[src/rtl/prog_loader_if.sv]
// Loader-side bundle: byte-stream handshake in, program-memory write port and status out.
// A byte moves on a rising edge where in_valid && in_ready; in_data must stay stable while in_valid waits.
interface prog_loader_if #(
  parameter int Psize = 5,
  parameter int Isize = 16
);
  logic             start;
  logic [Psize:0]   len;
  logic             in_valid;
  logic [7:0]       in_data;
  logic             in_ready;
  logic             we;
  logic [Psize-1:0] waddr;
  logic [Isize-1:0] wdata;
  logic             busy;
  logic             done;

  modport master (
    output start, len, in_valid, in_data,
    input  in_ready, we, waddr, wdata, busy, done
  );

  modport slave (
    input  start, len, in_valid, in_data,
    output in_ready, we, waddr, wdata, busy, done
  );
endinterface

[src/rtl/prog_loader.sv]
// Program-memory writer: packs an MSB-first byte stream into Isize-bit words and writes
// them to addresses 0..eff_len-1, holding the CPU off via busy while loading.
module prog_loader #(
  parameter int Psize = 5,
  parameter int Isize = 16
) (
  input  logic         clk,
  input  logic         nReset,
  prog_loader_if.slave bus,
  output logic [1:0]   dbg_state
);
  localparam int NB  = (Isize + 7) / 8;
  localparam int BW  = (NB > 1) ? $clog2(NB) : 1;
  localparam int SRW = NB * 8;
  localparam logic [BW-1:0]  LAST_B = BW'(NB - 1);
  localparam logic [Psize:0] CAP    = {1'b1, {Psize{1'b0}}};

  typedef enum logic [1:0] {IDLE, RECV, WRITE, DONE} state_t;

  state_t           state, state_nxt;
  logic [Psize:0]   eff_len, wcnt;
  logic [Psize-1:0] addr, waddr_q;
  logic [BW-1:0]    bcnt;
  logic [SRW-1:0]   sr, sr_shift;
  logic [Isize-1:0] wdata_q;
  logic             last_byte;

  // Excess high bits of the first byte fall off here when Isize is not a multiple of 8.
  assign sr_shift  = SRW'({sr, bus.in_data});
  assign last_byte = bus.in_valid && (bcnt == LAST_B);

  always_ff @(posedge clk or negedge nReset) begin
    if (!nReset) state <= IDLE;
    else         state <= state_nxt;
  end

  always_comb begin
    state_nxt = state;
    case (state)
      IDLE:  if (bus.start) state_nxt = (bus.len == '0) ? DONE : RECV;
      RECV:  if (last_byte) state_nxt = WRITE;
      WRITE: state_nxt = ((wcnt + (Psize+1)'(1)) == eff_len) ? DONE : RECV;
      DONE:  state_nxt = IDLE;
      default: state_nxt = IDLE;
    endcase
  end

  always_comb begin
    bus.in_ready = 1'b0;
    bus.we       = 1'b0;
    bus.busy     = 1'b1;
    bus.done     = 1'b0;
    case (state)
      IDLE:  bus.busy     = 1'b0;
      RECV:  bus.in_ready = 1'b1;
      WRITE: bus.we       = 1'b1;
      DONE:  bus.done     = 1'b1;
      default: bus.busy   = 1'b0;
    endcase
  end

  assign bus.waddr = waddr_q;
  assign bus.wdata = wdata_q;
  assign dbg_state = state;

  always_ff @(posedge clk or negedge nReset) begin
    if (!nReset) begin
      eff_len <= '0;
      wcnt    <= '0;
      addr    <= '0;
      bcnt    <= '0;
      sr      <= '0;
      waddr_q <= '0;
      wdata_q <= '0;
    end else begin
      case (state)
        IDLE: begin
          if (bus.start) begin
            eff_len <= (bus.len > CAP) ? CAP : bus.len;
            wcnt    <= '0;
            addr    <= '0;
            bcnt    <= '0;
            sr      <= '0;
          end
        end
        RECV: begin
          if (bus.in_valid) begin
            sr   <= sr_shift;
            bcnt <= bcnt + BW'(1);
          end
          // Register the write port on the last byte so it is valid for the whole WRITE cycle.
          if (last_byte) begin
            waddr_q <= addr;
            wdata_q <= sr_shift[Isize-1:0];
          end
        end
        WRITE: begin
          wcnt <= wcnt + (Psize+1)'(1);
          addr <= addr + Psize'(1);
          bcnt <= '0;
        end
        default: ;
      endcase
    end
  end
endmodule

[src/flat_wrapper.sv]
// flat-port wrapper written by rule: the top's interface ports become plain ports
module prog_loader_flat 
#(
  parameter int Psize = 5,
  parameter int Isize = 16
)
  (clk, nReset, dbg_state, bus_start, bus_len, bus_in_valid, bus_in_data, bus_in_ready, bus_we, bus_waddr, bus_wdata, bus_busy, bus_done);
  prog_loader_if #(.Psize(Psize), .Isize(Isize)) bus_i ();
  input  logic clk;
  input  logic nReset;
  output logic [1:0] dbg_state;
  input wire logic [$bits(bus_i.start)-1:0] bus_start;
  input wire logic [$bits(bus_i.len)-1:0] bus_len;
  input wire logic [$bits(bus_i.in_valid)-1:0] bus_in_valid;
  input wire logic [$bits(bus_i.in_data)-1:0] bus_in_data;
  output wire logic [$bits(bus_i.in_ready)-1:0] bus_in_ready;
  output wire logic [$bits(bus_i.we)-1:0] bus_we;
  output wire logic [$bits(bus_i.waddr)-1:0] bus_waddr;
  output wire logic [$bits(bus_i.wdata)-1:0] bus_wdata;
  output wire logic [$bits(bus_i.busy)-1:0] bus_busy;
  output wire logic [$bits(bus_i.done)-1:0] bus_done;
  assign bus_i.start = bus_start;
  assign bus_i.len = bus_len;
  assign bus_i.in_valid = bus_in_valid;
  assign bus_i.in_data = bus_in_data;
  assign bus_in_ready = bus_i.in_ready;
  assign bus_we = bus_i.we;
  assign bus_waddr = bus_i.waddr;
  assign bus_wdata = bus_i.wdata;
  assign bus_busy = bus_i.busy;
  assign bus_done = bus_i.done;
  prog_loader #(.Psize(Psize), .Isize(Isize)) u_core (.clk(clk), .nReset(nReset), .bus(bus_i), .dbg_state(dbg_state));
endmodule
[config.mk]
export PLATFORM = sky130hd
export DESIGN_NAME = prog_loader_flat
export DESIGN_NICKNAME = d
export VERILOG_FILES = /design/src/rtl/prog_loader_if.sv /design/src/rtl/prog_loader.sv /design/src/flat_wrapper.sv
export SDC_FILE = /design/constraint.sdc
export NUM_CORES = 1
export LEC_CHECK = 0
export CAP_MARGIN = 20
export CORE_UTILIZATION = 51
export CTS_CLUSTER_SIZE = 28
export DETAILED_ROUTE_END_ITERATION = 10
export PLACE_DENSITY = 0.84
export SLEW_MARGIN = 10
export SYNTH_ARGS = -nofsm -noshare
export SYNTH_HDL_FRONTEND = slang
export SYNTH_SLANG_ARGS = --single-unit
export TNS_END_PERCENT = 50
[constraint.sdc]
create_clock -name clk -period 2.7 [get_ports clk]
set_clock_uncertainty 0.15 [all_clocks]
set_input_delay 0.27 -clock clk [delete_from_list [all_inputs] [get_ports clk]]
set_output_delay 0.27 -clock clk [all_outputs]
set_load 0.01 [all_outputs]
==> results_dict.tcl, run 1 <==
set metrics [dict create \
    dr.pass1.iters 4 \
    fillers 330 \
    cts_setup_buffers 0 \
    startpoint_type "register" \
    initial_utilization 0.542 \
    antenna_left 0 \
    synth-seq-cells 49 \
    netlist_top_cells_area "dfrtp_1, o21ai_0, mux2_2" \
    critical-path-top-delay-family "buffers and inverters" \
    grt.overflow.total 0 \
    r2r_start "u_core.wcnt[0]$_DFFE_PN0P_" \
    dp.cells 303 \
    critPathKind "reg -> out" \
    grt_pass1_wl_um 6990 \
    drtIter0Drc 82 \
    yosysMostFrequentCell "dfrtp_1" \
    setup_tns_ns 0 \
    cts_max_path_buffers 2 \
    grt_max_degree 35 \
    reg2regPathDepth 6 \
    layout_setup_ws_ns 0.348 \
    synth.distinct_cells 32 \
    rsz0062_at_grt "false" \
    io_buffers 44 \
    grt.total_usage 0.210 \
    wl_um 4230 \
    worstPathMaxFanout 11 \
    core_area_um2 4090 \
    dr_total_vias 1634 \
    fmax_ghz 0.425 \
    async_reset_ff_frac 1.00 \
    max_slew_margin 0.502 \
    h-tree-depth 2 \
    ctsResizeCount 0 \
    clock_latency_ns 0.30 \
    root_buffer "clkbuf_8" \
    cts_made_buffers 5 \
    r2r_end "u_core.dbg_state[1]$_DFFE_PN0P_" \
    multiInputGateArea_um2 877 \
    die_w_um 67.9 \
    routedWlPerCell_um 13.6 \
    area_delta_synth_final_pct 27.2 \
    final_cells 312 \
    final-max-slew-violation-count 0 \
    worst_pin_slew_ns 0.747 \
    synth_commonest_cells "dfrtp_1, o21ai_0, nand2_1, mux2_2, nand3_1" \
    syn_avg_cell_area_um2 10.3 \
    diodes 0 \
    synth.cell_area_um2 2210 \
    dpl.hpwl_um 3030 \
    whs_path_depth 2 \
    cts-hold-fix-buffers 1 \
    end_kind "primary output" \
    place_congestion 0.909 \
    setup_viol 0 \
    synth_top_area_share 0.554 \
    register_area_um2 1230 \
    peakVddDrop_v 0.000559 \
    layout_min_cycle_time_ns 2.35 \
    syn_inst 215 \
    post-place-ws_ns 0.581 \
    hold_class "reg -> reg" \
    syn_nets 235 \
    layout.nets 281 \
    grt_pass1_vias 1576 \
    drive_gt1_frac 0.118 \
    leakagePower_nw 1.26 \
    worst-path-buf-inv 2 \
    synth_top_area_cell "dfrtp_1" \
    finalCritPeriodShare 0.871 \
    whs_ns 0.336 \
    rows 23 \
    worst-endpoint-arrival_ns 1.93 \
    avgViaCountPerCell 5.24 \
    r2r_slack_ns 0.54 \
    synth_edf_count 0 \
    ys.flop_type "dfrtp_1" \
    die-area_um2 4610 \
    place_area_um2 2690 \
    required_ns 2.28 \
    slowest_stage "clkdlybuf4s50_1" \
    final_area_um2 2820 \
    max_cap_violations 0 \
    ioPinCount 45 \
    die_h_um 67.9 \
    cts_tree "built" \
    run_status "complete, no violations" \
    min_from "u_core.bus.wdata[10]$_DFFE_PN0P_" \
    cp_cell_sequence "nand2b_1 > clkinv_2 > clkdlybuf4s50_1" \
    antenna_found_initial 0 \
    clock_sinks 49 \
    powerDensity_nw_per_um2 1060 \
    min_to "u_core.bus.wdata[10]$_DFFE_PN0P_" \
    synth-warning-count 0 \
    max_stage_delay_ns 0.52 \
    drc 0 \
    synth-seq-area-share 0.554 \
    finalHoldViolations 0 \
    clk_pin_slew_ns 0.09 \
]
==> metal layers <==
layer,up-vias,wire length [um],GRT usage
met3,11,151,0.0500
met1,763,1910,0.265
met5,-,0,0
li1,819,-,-
met2,41,2090,0.345
met4,0,84,0.0859
==> where the power goes <==
| part | total (mW) | internal, mW | switching, mW | leakage (nW) |
|---|---|---|---|---|
| Sequential | 1.21 | 1.01 | 0.200 | 0.642 |
| Combinational | 1.24 | 0.641 | 0.604 | 0.559 |
| Clock | 0.519 | 0.277 | 0.242 | 0.0585 |
| Total | 2.98 | 1.93 | 1.05 | 1.26 |
==> area by class of cell <==
cell class | count | area share
clock buffers | 5 | 0.0244
clock inverters | 3 | 0.0156
inverters | 12 | 0.0164
multi-input cells | 142 | 0.312
flip-flops and latches | 49 | 0.436
well taps | 50 | 0.0222
repair buffers | 51 | 0.174
==> worst reg2reg max path, cell delays in order, from the launching register on <==
cell and delay [ns]:
dfrtp_1 0.44, ha_1 0.35, xor2_1 0.15, a21oi_1 0.22, nand4_4 0.11, or4_1 0.50
a32oi_1 0.16
==> cell usage in the layout, fill, tap and decap left out, types with 2 or more instances in the layout <==
cell type,instances
and2_1,2
o21ai_0,32
nor2b_1,3
xnor2_1,2
buf_4,6
nand2_1,28
clkdlybuf4s50_1,43
mux2_2,14
nand3_1,14
a21oi_1,5
xor2_1,9
clkinv_2,2
ha_1,2
a22o_1,2
nor2_1,8
inv_1,11
clkbuf_8,5
dfrtp_1,49
nand2b_1,7
a31oi_1,2
==> state kept, by name, summed over array words and instances, names as in the netlist <==
| name | count |
|---|---|
| u_core.wcnt | 6 |
| u_core.bcnt | 1 |
| u_core.dbg_state | 2 |
| u_core.addr | 5 |
| u_core.eff_len | 6 |
| u_core.sr | 8 |
| u_core.bus.wdata | 16 |
| u_core.bus.waddr | 5 |
==> stage by stage <==
| stage | total power, mW | utilization |
|---|---|---|
| after floorplan | 1.92 | - |
| after global placement | 2.43 | 0.659 |
| after detailed placement | 2.47 | 0.659 |
| after CTS | 3.01 | 0.689 |
| after global routing | 3.20 | 0.689 |
| final | 2.98 | 0.689 |
==> worst max-delay path by stage <==
stage               depth (start not counted)                         endpoint                            start  slack [ns]
global route                                2                     bus_in_ready  u_core.dbg_state[0]$_DFFE_PN0P_        0.22
CTS                                         3                           bus_we  u_core.dbg_state[0]$_DFFE_PN0P_        0.34
finish                                      3                           bus_we  u_core.dbg_state[0]$_DFFE_PN0P_        0.35
detailed placement                          6  u_core.dbg_state[1]$_DFFE_PN0P_       u_core.wcnt[0]$_DFFE_PN0P_        0.58
floorplan                                   6  u_core.dbg_state[1]$_DFFE_PN0P_       u_core.wcnt[0]$_DFFE_PN0P_        0.66
global placement                            6  u_core.dbg_state[1]$_DFFE_PN0P_       u_core.wcnt[0]$_DFFE_PN0P_        0.62
==> logic make-up (layout without fill, tap and decap cells) <==
| logic type | Yosys count | in the layout | share of synthesized area |
|---|---|---|---|
| simple gates | 68 | 68 | 0.151 |
| flops | 49 | 49 | 0.554 |
| compound gates | 46 | 46 | 0.115 |
| buf+inv | 24 | 71 | 0.0497 |
| mux | 15 | 15 | 0.0757 |
| xor+xnor | 11 | 11 | 0.0435 |
| fa+ha+maj | 2 | 2 | 0.0113 |
Power figures use the tool's default switching activity.
==> inputs of run 2 (changes only) <==
Settings changed: ABC_AREA set to 1, CORE_UTILIZATION 51 to 50, PLACE_DENSITY 0.84 to 0.83.
==> run 2 against run 1 <==
Against the previous run:
- register-to-register slack improved by 0.45 ns
- critical endpoint is now bus_in_ready
- sequential power decreased by 3%
- core utilization decreased by 0.49 points
- synthesized cell count is 9.8% higher
- combinational power is essentially flat
- die area increased by 0.37%
- critical path type unchanged
- hold slack improved by 0.0077 ns
==> results_dict.tcl, run 2 <==
set metrics [dict create \
    syn_inst 236 \
    rows 23 \
    finalHoldViolations 0 \
    dr.pass1.iters 4 \
    initial_utilization 0.533 \
    core_area_um2 4090 \
    dr_total_vias 1735 \
    dpl.hpwl_um 3160 \
    drc 0 \
    clock_latency_ns 0.30 \
    startpoint "u_core.dbg_state[0]$_DFFE_PN0P_" \
    die_w_um 68.0 \
    finalCritPeriodShare 0.758 \
    grt_pass1_wl_um 7150 \
    routedWlPerCell_um 12.9 \
    clock_sinks 49 \
    synth_top_area_cell "dfrtp_1" \
    synth_top_area_share 0.563 \
    netlist_top_cells_area "dfrtp_1, nand2_1, o21ai_0" \
    grt.overflow.total 0 \
    ys.flop_type "dfrtp_1" \
    setup_viol 0 \
    layout_min_cycle_time_ns 2.05 \
    synth-seq-area-share 0.563 \
    antenna_found_initial 0 \
    synth.distinct_cells 26 \
    die_h_um 68.0 \
    min_from "u_core.bus.wdata[14]$_DFFE_PN0P_" \
    ctsResizeCount 0 \
    h-tree-depth 2 \
    synth_commonest_cells "nand2_1, dfrtp_1, inv_1, o21ai_0, nand3_1" \
    avgViaCountPerCell 5.16 \
    layout_commonest_cell "nand2_1" \
    syn_avg_cell_area_um2 9.23 \
    worst-endpoint-arrival_ns 1.63 \
    post-place-ws_ns 0.883 \
    diodes 0 \
    place_congestion 0.843 \
    end_kind "primary output" \
    clk_pin_slew_ns 0.09 \
    worstPathMaxFanout 6 \
    largest_register_ffs 16 \
    max_slew_margin 0.602 \
    drive_gt1_frac 0.105 \
    fmax_ghz 0.488 \
    cts-hold-fix-buffers 1 \
    syn_nets 256 \
    critPathKind "reg -> out" \
    rsz0062_at_grt "false" \
    peakVddDrop_v 0.000654 \
    worst_pin_slew_ns 0.598 \
    grt_max_degree 35 \
    cp_cell_sequence "inv_2 > nor2_4 > clkdlybuf4s50_1" \
    leakagePower_nw 1.29 \
    root_buffer "clkbuf_8" \
    synth_edf_count 0 \
    wl_um 4350 \
    setup_tns_ns 0 \
    cts_setup_buffers 0 \
    mostFrequentLayoutCells "nand2_1, dfrtp_1, clkdlybuf4s50_1" \
    grt.total_usage 0.213 \
    final-max-slew-violation-count 0 \
    max_stage_delay_ns 0.59 \
    max_cap_violations 0 \
    antenna_left 0 \
    ioPinCount 45 \
    io_buffers 44 \
    hold_class "reg -> reg" \
    synth-warning-count 0 \
    cts_made_buffers 5 \
    cts_max_path_buffers 2 \
    cts_tree "built" \
    die-area_um2 4620 \
    area_delta_synth_final_pct 28.3 \
    r2r_start "u_core.dbg_state[1]$_DFFE_PN0P_" \
    async_reset_ff_frac 1.00 \
    layout.nets 305 \
    required_ns 2.28 \
    slowest_stage "clkdlybuf4s50_1" \
    grt_pass1_vias 1637 \
    yosysMostFrequentCell "nand2_1" \
    synth.cell_area_um2 2180 \
    layout_setup_ws_ns 0.653 \
    startpoint_type "register" \
    powerDensity_nw_per_um2 1050 \
    synth-seq-cells 49 \
    run_status "complete, no violations" \
    drtIter0Drc 82 \
]
run 2: cell types whose count changed in the layout (fill, tap and decap cells not counted), moves of 3 or more:
cell      before  now
inv_1         11   34
nand2_1       28   51
mux2_2        14    4
xor2_1         9    1
nand2b_1       7    0
o22ai_1        0    6
nand3_1       14   19
mux2_4         0    4
buf_4          6    3
inv_2          0    3
nor2_4         0    3
nor2b_1        3    0
run 2: path summary, 6_finish.rpt:
check                                              endpoint  slack (ns)  cells after the start
max                                            bus_in_ready        0.65                      3
min reg2reg                u_core.bus.wdata[14]$_DFFE_PN0P_        0.34                      2
min in group asynchronous          u_core.sr[4]$_DFFE_PN0P_        0.36                      2
max in group asynchronous   u_core.bus.waddr[2]$_DFFE_PN0P_        1.45                      3
min                        u_core.bus.wdata[14]$_DFFE_PN0P_        0.34                      2
max reg2reg                      u_core.wcnt[1]$_DFFE_PN0P_        0.99                      7
run 2: final cells by class:
| cell class | instances | area [um^2] |
|---|---|---|
| Tap cell | 50 | 62.6 |
| Inverter | 37 | 139 |
| Clock inverter | 2 | 37.5 |
| Clock buffer | 6 | 82.6 |
| Fill cell | 327 | 1290 |
| Sequential cell | 49 | 1230 |
| Timing Repair Buffer | 48 | 468 |
| Multi-Input combinational cell | 144 | 779 |
run 2: through the flow:
stage	power, mW	hold WS (ns)	utilization	cells	instance area (um^2)
after floorplan	1.85	-0.176	-	236	2180
after global placement	2.35	0.166	0.652	327	2670
after detailed placement	2.39	0.163	0.652	327	2670
after CTS	2.94	0.345	0.684	336	2800
after global routing	3.14	0.380	0.684	336	2800
final	2.92	0.344	0.684	336	2800
run 2: layer usage:
metal,wire length [um],vias up,GRT usage
met3,195,7,0.0567
met4,81,0,0.0964
li1,-,866,-
met2,2080,49,0.337
met5,0,-,0
met1,1990,813,0.272
run 2: cells by family after synthesis:
logic type / Yosys count / share of synthesized area
adders and majority gates: 2 / 0.0115
and+or+nand+nor: 87 / 0.182
muxes: 8 / 0.0482
DFF: 49 / 0.563
xor gates and xnor gates: 1 / 0.00402
buffers and inverters: 43 / 0.0793
AOI/OAI and AO/OA: 46 / 0.112
run 2: power breakdown:
part / switching (mW) / internal (mW)
registers: 0.170 / 0.995
logic: 0.619 / 0.593
clock network: 0.245 / 0.301
run 2: worst max-delay path, delay by kind of cell, from the launching register on:
family	cells	cell delay [ns]
buffers and inverters	2	0.68
flip-flops	1	0.46
AND/OR/NAND/NOR	1	0.19
==> inputs of run 3 (changes only) <==
Clock period 2.7 ns to 2.1 ns, I/O delays scaled along.
==> run 3 against run 2 <==
Against the previous run:
- total power increased by 25%
- routed wire length increased by 1.1%
- core utilization decreased by 0.52 points
- critical path depth unchanged
- largest power group unchanged
- critical path type unchanged
- register-to-register slack got worse by 0.63 ns
- cell count increased by 0.30%
- hold slack got worse by 0.096 ns
- sequential power increased by 28%
- critical endpoint unchanged
- largest cell class unchanged
- non-clock buffer count increased by 1
==> results_dict.tcl, run 3 (synthesis gave the netlist of run 2 again) <==
set metrics [dict create \
    layout_min_cycle_time_ns 2.03 \
    max_slew_margin 0.667 \
    startpoint_type "register" \
    mostFrequentLayoutCells "nand2_1, dfrtp_1, clkdlybuf4s50_1" \
    final_cells 337 \
    drc 0 \
    cts_tree "built" \
    grt.overflow.total 0 \
    wl_um 4400 \
    dpl.hpwl_um 3220 \
    finalHoldViolations 0 \
    rows 23 \
    final-max-slew-violation-count 0 \
    cts-hold-fix-buffers 1 \
    end_kind "primary output" \
    dr_total_vias 1758 \
    dr.pass1.iters 4 \
    powerDensity_nw_per_um2 1310 \
    core_area_um2 4090 \
    place_congestion 0.877 \
    leakagePower_nw 1.29 \
    layout.nets 306 \
    initial_utilization 0.533 \
    largest_register_ffs 16 \
    final_core_util 0.679 \
    area_delta_synth_final_pct 27.3 \
    worst-path-buf-inv 2 \
    max_stage_delay_ns 0.62 \
    layout_commonest_cell "nand2_1" \
    worst-endpoint-arrival_ns 1.67 \
    slowest_stage "clkdlybuf4s50_1" \
    worstPathMaxFanout 7 \
    worst_pin_slew_ns 0.500 \
    drtIter0Drc 84 \
    die-area_um2 4620 \
    root_buffer "clkbuf_8" \
    r2r_end "u_core.addr[4]$_DFFE_PN0P_" \
    ctsResizeCount 0 \
    total_power_mw 3.65 \
    avgViaCountPerCell 5.22 \
    setup_viol 0 \
    grt_max_degree 35 \
    cts_setup_buffers 0 \
    clock_sinks 49 \
    antenna_left 0 \
    io_buffers 44 \
    critPathKind "reg -> out" \
    routedWlPerCell_um 13.0 \
    cts_max_path_buffers 2 \
    ioPinCount 45 \
    reg2regPathDepth 6 \
    required_ns 1.74 \
    max_cap_violations 0 \
    grt_pass1_vias 1646 \
    clk_pin_slew_ns 0.09 \
    diodes 0 \
    critical-path-top-delay-family "buffers and inverters" \
    hold_class "in -> async" \
    grt_pass1_wl_um 7180 \
    run_status "complete, no violations" \
    cp_cell_sequence "inv_2 > nor2_4 > clkdlybuf4s50_1" \
    antenna_found_initial 0 \
    drive_gt1_frac 0.108 \
    setup_tns_ns 0 \
    peakVddDrop_v 0.000868 \
    r2r_start "u_core.dbg_state[1]$_DFFE_PN0P_" \
    rsz0062_at_grt "false" \
    grt.total_usage 0.211 \
    die_w_um 68.0 \
    clock_latency_ns 0.30 \
    dp.cells 328 \
    r2r_slack_ns 0.36 \
    cts_made_buffers 5 \
    die_h_um 68.0 \
    fmax_ghz 0.493 \
    h-tree-depth 2 \
    finalCritPeriodShare 0.965 \
]
[run 3: worst max-delay path by stage]
stage | start | to | slack [ns] | cells after the start
2_1_floorplan | u_core.dbg_state[0]$_DFFE_PN0P_ | u_core.sr[6]$_DFFE_PN0P_ | 0.62 | 8
3_5_place_dp | bus_in_valid | u_core.bus.wdata[4]$_DFFE_PN0P_ | 0.33 | 5
4_1_cts | u_core.dbg_state[0]$_DFFE_PN0P_ | bus_in_ready | 0.08 | 3
6_report | u_core.dbg_state[0]$_DFFE_PN0P_ | bus_in_ready | 0.07 | 3
3_3_place_gp | bus_in_valid | u_core.bus.wdata[6]$_DFFE_PN0P_ | 0.39 | 5
5_1_grt | u_core.dbg_state[0]$_DFFE_PN0P_ | bus_in_ready | 0.01 | 3
[run 3: power breakdown]
group          switching [mW]  leakage (nW)  internal [mW]
Sequential              0.223         0.637           1.28
Combinational           0.811         0.604          0.774
Clock                   0.321        0.0481          0.236
[run 3: layout make-up]
cell class / instances / area, um^2
fillers: 321 / 1310
multi-input cells: 144 / 779
clock inverters: 3 / 22.5
flip-flops and latches: 49 / 1230
inverters: 37 / 139
well taps: 50 / 62.6
repair buffers: 49 / 475
clock buffers: 5 / 68.8
[run 3: per-stage QoR]
| stage | hold WS, ns | instance area (um^2) | setup slack (ns) |
|---|---|---|---|
| floorplan | -0.236 | 2180 | 0.621 |
| global placement | 0.0481 | 2670 | 0.387 |
| detailed placement | 0.0508 | 2670 | 0.328 |
| CTS | 0.257 | 2770 | 0.0758 |
| global route | 0.305 | 2770 | 0.0100 |
| finish | 0.248 | 2770 | 0.0736 |
[run 3: routing by layer]
metal / share of wire / global-route usage / wire length (um)
met3: 0.030 / 0.0450 / 130
met4: 0.016 / 0.0885 / 71
met5: 0 / 0 / 0
met2: 0.49 / 0.347 / 2170
met1: 0.46 / 0.268 / 2020
